File: src/rtl/pc_redirect_ctrl.sv
// pc_redirect_ctrl: drives the PC generator's stall/update interface from
// EX-stage branch/jump resolution, trap requests, and hazard/memory stalls.
// Arbitrates trap > jump > taken branch. A redirect that arrives while fetch
// is memory-stalled is held until the stall clears. Every issued redirect
// flushes the front end for FLUSH_CYCLES cycles.
//
// Optional feature macro: MISALIGN_CHECK_EN
//   defined   -> jump/branch targets with target[1:0] != 0 are replaced by
//                TRAP_VECTOR, and misalign pulses alongside the issue/latch.
//   undefined -> targets pass through unmodified, misalign is tied to 0.
module pc_redirect_ctrl #(
    parameter int              XLEN         = 32,
    parameter int              FLUSH_CYCLES = 2,
    parameter logic [XLEN-1:0] TRAP_VECTOR  = 32'h0000_0100,
    parameter int              CNT_W        = 16
) (
    input  logic             i_clk,
    input  logic             i_rst,
    input  logic             br_valid,
    input  logic             br_taken,
    input  logic [XLEN-1:0]  br_target,
    input  logic             jump_valid,
    input  logic [XLEN-1:0]  jump_target,
    input  logic             trap_req,
    input  logic             hazard_stall,
    input  logic             mem_stall,
    output logic             stall_pc,
    output logic             pc_update_control,
    output logic [XLEN-1:0]  pc_update_val,
    output logic             flush_fe,
    output logic [CNT_W-1:0] redirect_cnt,
    output logic             misalign
);

    typedef enum logic [1:0] {
        IDLE  = 2'd0,
        PEND  = 2'd1,
        FLUSH = 2'd2
    } state_t;

    // Arbitrated redirect request for the current cycle.
    typedef struct packed {
        logic            vld;
        logic [XLEN-1:0] tgt;
        logic            mis;
    } redir_t;

    localparam logic [3:0] FLUSH_INIT = 4'(FLUSH_CYCLES);

    state_t            state_q, state_d;
    logic [3:0]        fcnt_q, fcnt_d;
    logic [XLEN-1:0]   pend_q, pend_d;
    logic              stall_d, upd_d, flush_d, mis_d;
    logic [XLEN-1:0]   val_d;
    logic [CNT_W-1:0]  rcnt_d, rcnt_inc;
    redir_t            rq;

    // Saturating increment of the redirect counter.
    assign rcnt_inc = (redirect_cnt == '1) ? redirect_cnt : redirect_cnt + CNT_W'(1);

    // Request arbitration: trap beats jump beats taken branch.
    always_comb begin
        rq.vld = trap_req | jump_valid | (br_valid & br_taken);
        rq.tgt = br_target;
        rq.mis = 1'b0;
        if (trap_req)
            rq.tgt = TRAP_VECTOR;
        else if (jump_valid)
            rq.tgt = jump_target;
`ifdef MISALIGN_CHECK_EN
        if (rq.vld && !trap_req && (rq.tgt[1:0] != 2'b00)) begin
            rq.tgt = TRAP_VECTOR;
            rq.mis = 1'b1;
        end
`endif
    end

    // Next-state and next-output logic for the redirect FSM.
    always_comb begin
        state_d = state_q;
        fcnt_d  = fcnt_q;
        pend_d  = pend_q;
        stall_d = 1'b0;
        upd_d   = 1'b0;
        val_d   = pc_update_val;
        flush_d = 1'b0;
        rcnt_d  = redirect_cnt;
        mis_d   = 1'b0;

        unique case (state_q)
            PEND: begin
                // Younger jumps/branches are ignored; only a trap can retarget.
                if (trap_req)
                    pend_d = TRAP_VECTOR;
                if (!mem_stall) begin
                    upd_d   = 1'b1;
                    val_d   = trap_req ? TRAP_VECTOR : pend_q;
                    flush_d = 1'b1;
                    fcnt_d  = FLUSH_INIT;
                    rcnt_d  = rcnt_inc;
                    state_d = FLUSH;
                end else begin
                    stall_d = 1'b1;
                end
            end
            default: begin
                // IDLE and FLUSH share the request path; they differ only
                // in how they behave with no request.
                if (rq.vld) begin
                    mis_d = rq.mis;
                    if (mem_stall) begin
                        pend_d  = rq.tgt;
                        stall_d = 1'b1;
                        fcnt_d  = '0;
                        state_d = PEND;
                    end else begin
                        upd_d   = 1'b1;
                        val_d   = rq.tgt;
                        flush_d = 1'b1;
                        fcnt_d  = FLUSH_INIT;
                        rcnt_d  = rcnt_inc;
                        state_d = FLUSH;
                    end
                end else if (state_q == FLUSH) begin
                    // hazard_stall belongs to an instruction being flushed.
                    stall_d = mem_stall;
                    if (fcnt_q <= 4'd1) begin
                        fcnt_d  = '0;
                        state_d = IDLE;
                    end else begin
                        fcnt_d  = fcnt_q - 4'd1;
                        flush_d = 1'b1;
                    end
                end else begin
                    stall_d = hazard_stall | mem_stall;
                end
            end
        endcase
    end

    // State and registered outputs, synchronous reset.
    always_ff @(posedge i_clk) begin
        if (i_rst) begin
            state_q           <= IDLE;
            fcnt_q            <= '0;
            pend_q            <= '0;
            stall_pc          <= 1'b0;
            pc_update_control <= 1'b0;
            pc_update_val     <= '0;
            flush_fe          <= 1'b0;
            redirect_cnt      <= '0;
            misalign          <= 1'b0;
        end else begin
            state_q           <= state_d;
            fcnt_q            <= fcnt_d;
            pend_q            <= pend_d;
            stall_pc          <= stall_d;
            pc_update_control <= upd_d;
            pc_update_val     <= val_d;
            flush_fe          <= flush_d;
            redirect_cnt      <= rcnt_d;
            misalign          <= mis_d;
        end
    end

endmodule

File: config.mk
export PLATFORM = sky130hd
export DESIGN_NAME = pc_redirect_ctrl
export DESIGN_NICKNAME = d
export VERILOG_FILES = /design/src/rtl/pc_redirect_ctrl.sv
export SDC_FILE = /design/constraint.sdc
export NUM_CORES = 1
export LEC_CHECK = 0
export CAP_MARGIN = 10
export CORE_MARGIN = 2
export CORE_UTILIZATION = 40
export DETAILED_ROUTE_END_ITERATION = 10
export PLACE_DENSITY = 0.78
export SLEW_MARGIN = 10
export SYNTH_ARGS = -nofsm -noshare
export SYNTH_HDL_FRONTEND = slang
export SYNTH_SLANG_ARGS = --single-unit
File: constraint.sdc
create_clock -name i_clk -period 4.6 [get_ports i_clk]
set_input_delay 0.92 -clock i_clk [delete_from_list [all_inputs] [get_ports i_clk]]
set_output_delay 0.92 -clock i_clk [all_outputs]
set_load 0.01 [all_outputs]
# ---- After elaboration in Yosys (flattened, before gate mapping)
# Index checks and enable logic that the tools add are counted.
# W data, S select, Z words.
dict set report op_classes {
  n_reduce_logical 8
  n_mux 37
  n_lt_le_gt_ge 1
  n_eq_ne 5
  bitwise 4
  add_sub_neg 2
}
# op n
set op_table {}
lappend op_table {{$mux W32} 10}
lappend op_table {{$mux W16} 4}
lappend op_table {{$mux W4} 5}
lappend op_table {{$add A16 B1 Y16 const B} 1}
lappend op_table {{$eq A16 B16 Y1 const B} 1}
lappend op_table {{$mux W2} 7}
lappend op_table {{$mux W1} 11}
lappend op_table {{$reduce_and A3 Y1} 2}
lappend op_table {{$reduce_bool A3 Y1} 2}
lappend op_table {{$le A4 B1 Y1 const B} 1}
lappend op_table {{$ne A2 B2 Y1 const B} 2}
lappend op_table {{$reduce_and A2 Y1} 2}
lappend op_table {{$reduce_bool A2 Y1} 2}
lappend op_table {{$sub A4 B1 Y4 const B} 1}
lappend op_table {{$or A1 B1 Y1} 3}
lappend op_table {{$eq A2 B1 Y1 const B} 1}
lappend op_table {{$eq A2 B2 Y1 const B} 1}
lappend op_table {{$and A1 B1 Y1} 1}
dict set report word_totals {
  wordCells 65
  reg_bits 89
}

# ---- Logic depth before layout (Yosys ltp)
dict set report logic_depth {
  ltp_word 5
  depth_mapped 9
  mapped_depth_nobuf 6
}

# ---- Worst setup path before layout
# Ideal clock, no wire load.
dict set report synth_timing {
  path_kind {input port to flip-flop}
  from {in jump_valid}
  to {reg redirect_cnt[10]}
  slack_ns 2.377
  setup_ns 0.123
  t_arrival_ns 2.099
  n_path_buf 3
  cell_stages 7
  path_cell_list {buf_4 > a211o_1 > buf_6 > o21ai_2 > buf_4 > nor4_1 > mux2_1}
}
dict set report synth_between {
  elab_chain_len 3
}
# element line_no
set synth_rtl {}
lappend synth_rtl {{start: declaration} 22} ;# input logic jump_valid,
lappend synth_rtl {{$or A1 B1 Y1 (2 in a row)} 63} ;# rq.vld = trap_req | jump_valid | (br_valid & br_taken);
lappend synth_rtl {{$reduce_bool A2 Y1 (no source line)} -}
lappend synth_rtl {{end signal: assignment} 161} ;# redirect_cnt <= rcnt_d;
lappend synth_rtl {{end: declaration} 31} ;# output logic [CNT_W-1:0] redirect_cnt,
# Every way passes these cells.
# A chain may end at the register's enable or synchronous reset.

# ---- Worst setup path after layout
dict set report layout_timing {
  from {in mem_stall}
  to {reg pend_q[9]}
}
dict set report layout_between {
  elab_chain_len 2
}
# element line_no
set layout_rtl {}
lappend layout_rtl {{start: declaration} 26} ;# input logic mem_stall,
lappend layout_rtl {{$reduce_bool A2 Y1 (no source line)} -}
lappend layout_rtl {{$reduce_and A2 Y1 (no source line)} -}
lappend layout_rtl {{end signal: assignment} 156} ;# pend_q <= pend_d;
lappend layout_rtl {{end: declaration} 52} ;# logic [XLEN-1:0] pend_q, pend_d;
# Every way passes these cells.

==> out/qor_table.md <==
| Group | Quantity | This run |
| --- | --- | --- |
| sta | Number of failing setup endpoints in the final timing report | 0 |
| synthesis | Post-Synthesis Cell Area | 4530 um2 |
| power and ir drop | P_int | 1.41 mW |
| sta | Final worst clock skew | 11.1 ps |
| route | Total Wirelength | 12100 um |
| die | Initial Utilization | 41.4% |
| synthesis | Synthesized flop and latch total | 89 |
| die | Number of rows created at floorplan | 38 |
| synthesis | Synthesized area per cell | 8.17 um2 |
| power and ir drop | Total power density per cell area | 317 nW/um2 |
| die | Full die area | 12200 um2 |
| route | Drt pass-1 iters | 4 |
| grt | Number of global-route vias before repair | 4096 |
| place | Global placer's final weighted congestion | 0.858 |
| clock tree | Longest Clk Path Bufs | 2 |
| place | Port Buffer Count | 122 |
| setup path | Reg2reg start | state_q[1]$_SDFFE_PP0P_ |
| synthesis | Number of enable flip-flop cells after synthesis | 0 |
| sta | Final TNS setup | 0 ps |
| layout | Post-route core utilization | 55.4% |
| flow run | Max cap viols | 0 |
| clock tree | Post-cts resize count | 0 |
| place | Placement-stage cell area | 5750 um2 |
| power and ir drop | Final total power | 1.92 mW |
| layout | Post-Layout Inst Area | 6060 um2 |
| synthesis | Count of mapped cells out of synthesis | 554 |
| synthesis | Nets in the synthesized netlist | 629 |
| clock tree | CTS Sinks | 89 |
| setup path | CP required | 4860 ps |
| grt | Initial antenna violation count | 1 |
| sta | Ratio of final minimum period to clock period | 64.5% |
| setup path | Critical Path End Type | register |
| sta | Pin slew with the least headroom to its limit | 1000 ps |
| sta | Slew HR | 33.1% |
| hold path | Hold path startpoint | pc_update_val[29]$_SDFFE_PP0P_ |
| grt | Total global routing overflow | 0 |
| power and ir drop | Max rail drop VDD | 0.201 mV |
| place | DP Wirelength | 8100 um |
| layout | Most common library cell in the layout ignoring fill and taps | sky130_fd_sc_hd__nand2_1 |
| layout | Fraction of layout instances using a drive strength above 1 | 7.86% |
| synthesis | Dominant synthesized flop cell | sky130_fd_sc_hd__dfxtp_1 |
| layout | N_diodes | 0 |
| clock tree | Setup fix buffers added after clock tree synthesis | 0 |
| setup path | WP data arrival | 3230 ps |
| power and ir drop | Static leakage | 2.15 nW |
| clock tree | Number of buffers created by CTS | 9 |
| sta | Worst hold slack | 457 ps |
| clock tree | Worst skew pair latency | 350 ps |
| hold path | Type of the worst min-delay path | register to register |
| die | Placeable core region | 10900 um2 |
| layout | Layout-stage area growth over the synthesis result | 33.8% |
| sta | Count of final hold-check violations | 0 |
| setup path | Worst path bufs/invs | 3 |
| route | Remaining design rule violation count | 0 |
| setup path | Family with the most delay on the worst path | buffers and inverters |
| layout | Final nets | 719 |
| outcome | Outcome | finished clean |
| grt | Largest net degree at the start of global routing | 95 |
| clock tree | CTS tree | done |
| synthesis | Syn. warnings | 0 |
| sta | Fmax | 337 MHz |
| sta | Total count of max-transition violations in the final report | 0 |
| layout | Final Instance Count excl. Fillers | 789 |
| die | Die Span X | 110 um |
| die | Die Ht | 110 um |
| route | Violation count after the first detailed-routing iteration | 187 |
| synthesis | Number of distinct library cells after synthesis | 49 |
| layout | Most frequent cells in the layout | sky130_fd_sc_hd__nand2_1, sky130_fd_sc_hd__clkdlybuf4s50_1, sky130_fd_sc_hd__dfxtp_1 |
| setup path | Type of element launching the critical path | input port |
| route | Average detailed-routed wire length per instance | 15.3 um |
| setup path | Slowest stage delay, CP | 780 ps |
| sta | Clock period minus final worst setup slack | 2970 ps |
| power and ir drop | Clk pwr share | 39.2% |
| clock tree | Clock slew at the register clock pins of the worst setup and hold paths | 70 ps |
| setup path | Critical Path, Cell by Cell | clkdlybuf4s50_1 -> inv_2 -> o21ai_2 -> buf_4 -> nand2_1 -> a21oi_1 |
| sta | Setup repair after global routing missed its margin | false |
| power and ir drop | Switching power share of the total | 26.8% |
| setup path | CP Class | input port to register |
| grt | GRT Resource Usage Total | 20.0% |
| setup path | Launch point of the critical path | mem_stall |
| sta | Final worst-path setup slack | 1630 ps |
| route | Vias after detailed routing | 4346 |
| power and ir drop | Fraction of power consumed by combinational cells | 17.2% |
| power and ir drop | Switching power summed over all nets | 514 uW |
| route | Post-route ant nets | 0 |
| synthesis | Sequential area share after synthesis | 39.4% |
| clock tree | CTS root buf | sky130_fd_sc_hd__clkbuf_16 |
| die | Ports | 124 |
| setup path | Worst-path maximum fanout | 19 |
| route | Mean number of vias per cell | 5.51 |
| setup path | Critical path's slowest cell | sky130_fd_sc_hd__clkdlybuf4s50_1 |
| grt | Wire length of the first global-routing pass | 19100 um |
| power and ir drop | Sequential group share of total power | 43.7% |
| clock tree | Number of buffers inserted for hold repair after clock tree synthesis | 0 |
| clock tree | Number of H-tree levels | 3 |
| synthesis | Async S/R FF share, synth | 0% |
| place | Setup Slack @ Placement | 1290 ps |
| place | Placed cells | 773 |
[cells by family after synthesis]
group,count (synthesis),synth area share (%)
and+or+nand+nor,227,24.8
buffers and inverters,57,6.11
other,1,0.0829
xor gates and xnor gates,3,0.581
AOI/OAI and AO/OA,134,19.2
DFF,89,39.4
adders and majority gates,3,0.830
muxes,40,9.07
[state kept, by name, summed over array words and instances, names as in the netlist]
register and cells:
stall_pc 1, pc_update_val 32, pend_q 32, fcnt_q 4
state_q 2, pc_update_control 1, flush_fe 1, redirect_cnt 16
[worst register-to-register path, delay by kind of cell, from the launching register on]
kind,cells,cell delay [ps]
AO/OA/AOI/OAI,2,580
buffers and inverters,1,350
flip-flops,1,920
AND/OR/NAND/NOR,2,910
[per-layer routing]
layer	routed length [um]	vias to the layer above	global-route usage (%)
met2	5810	159	33.6
li1	-	2119	-
met3	985	13	5.06
met1	5140	2053	25.5
met4	138	2	5.89
met5	10	-	0
[cell type report]
type                    instances  area (um2)
flip-flops and latches         89        1780
fillers                       973        4880
inverters                       8        30.0
clock inverters                 5        63.8
repair buffers                128        1260
clock buffers                  11         243
multi-input cells             408        2500
well taps                     140         175
[synth_stat cells (all sizes together) (17+ instances only)]
cell / instances / area (um2)
buf: 25 / 156
a21oi: 76 / 418
a211oi: 35 / 268
mux2i: 32 / 320
clkbuf: 24 / 90.1
nor3b: 32 / 240
dfxtp: 89 / 1780
nor2: 17 / 63.8
nand2: 135 / 532
[final timing paths]
| path | endpoint | slack (ps) | cells after the start |
|---|---|---|---|
| worst max register to register | pend_q[9]$_SDFFE_PP0P_ | 1680 | 5 |
| worst min register to register | pc_update_val[29]$_SDFFE_PP0P_ | 460 | 2 |
| worst max-delay path | pend_q[9]$_SDFFE_PP0P_ | 1630 | 6 |
| worst min-delay path | pc_update_val[29]$_SDFFE_PP0P_ | 460 | 2 |
[power groups by stage]
stage / Sequential, mW / Clock, mW / Combinational [mW]
floorplan: 0.853 / 0 / 0.191
global placement: 0.854 / 0 / 0.319
detailed placement: 0.855 / 0 / 0.329
CTS: 0.838 / 0.763 / 0.330
global route: 0.843 / 0.797 / 0.360
finish: 0.839 / 0.753 / 0.329
Note: power is estimated with default switching activity, not from simulation.
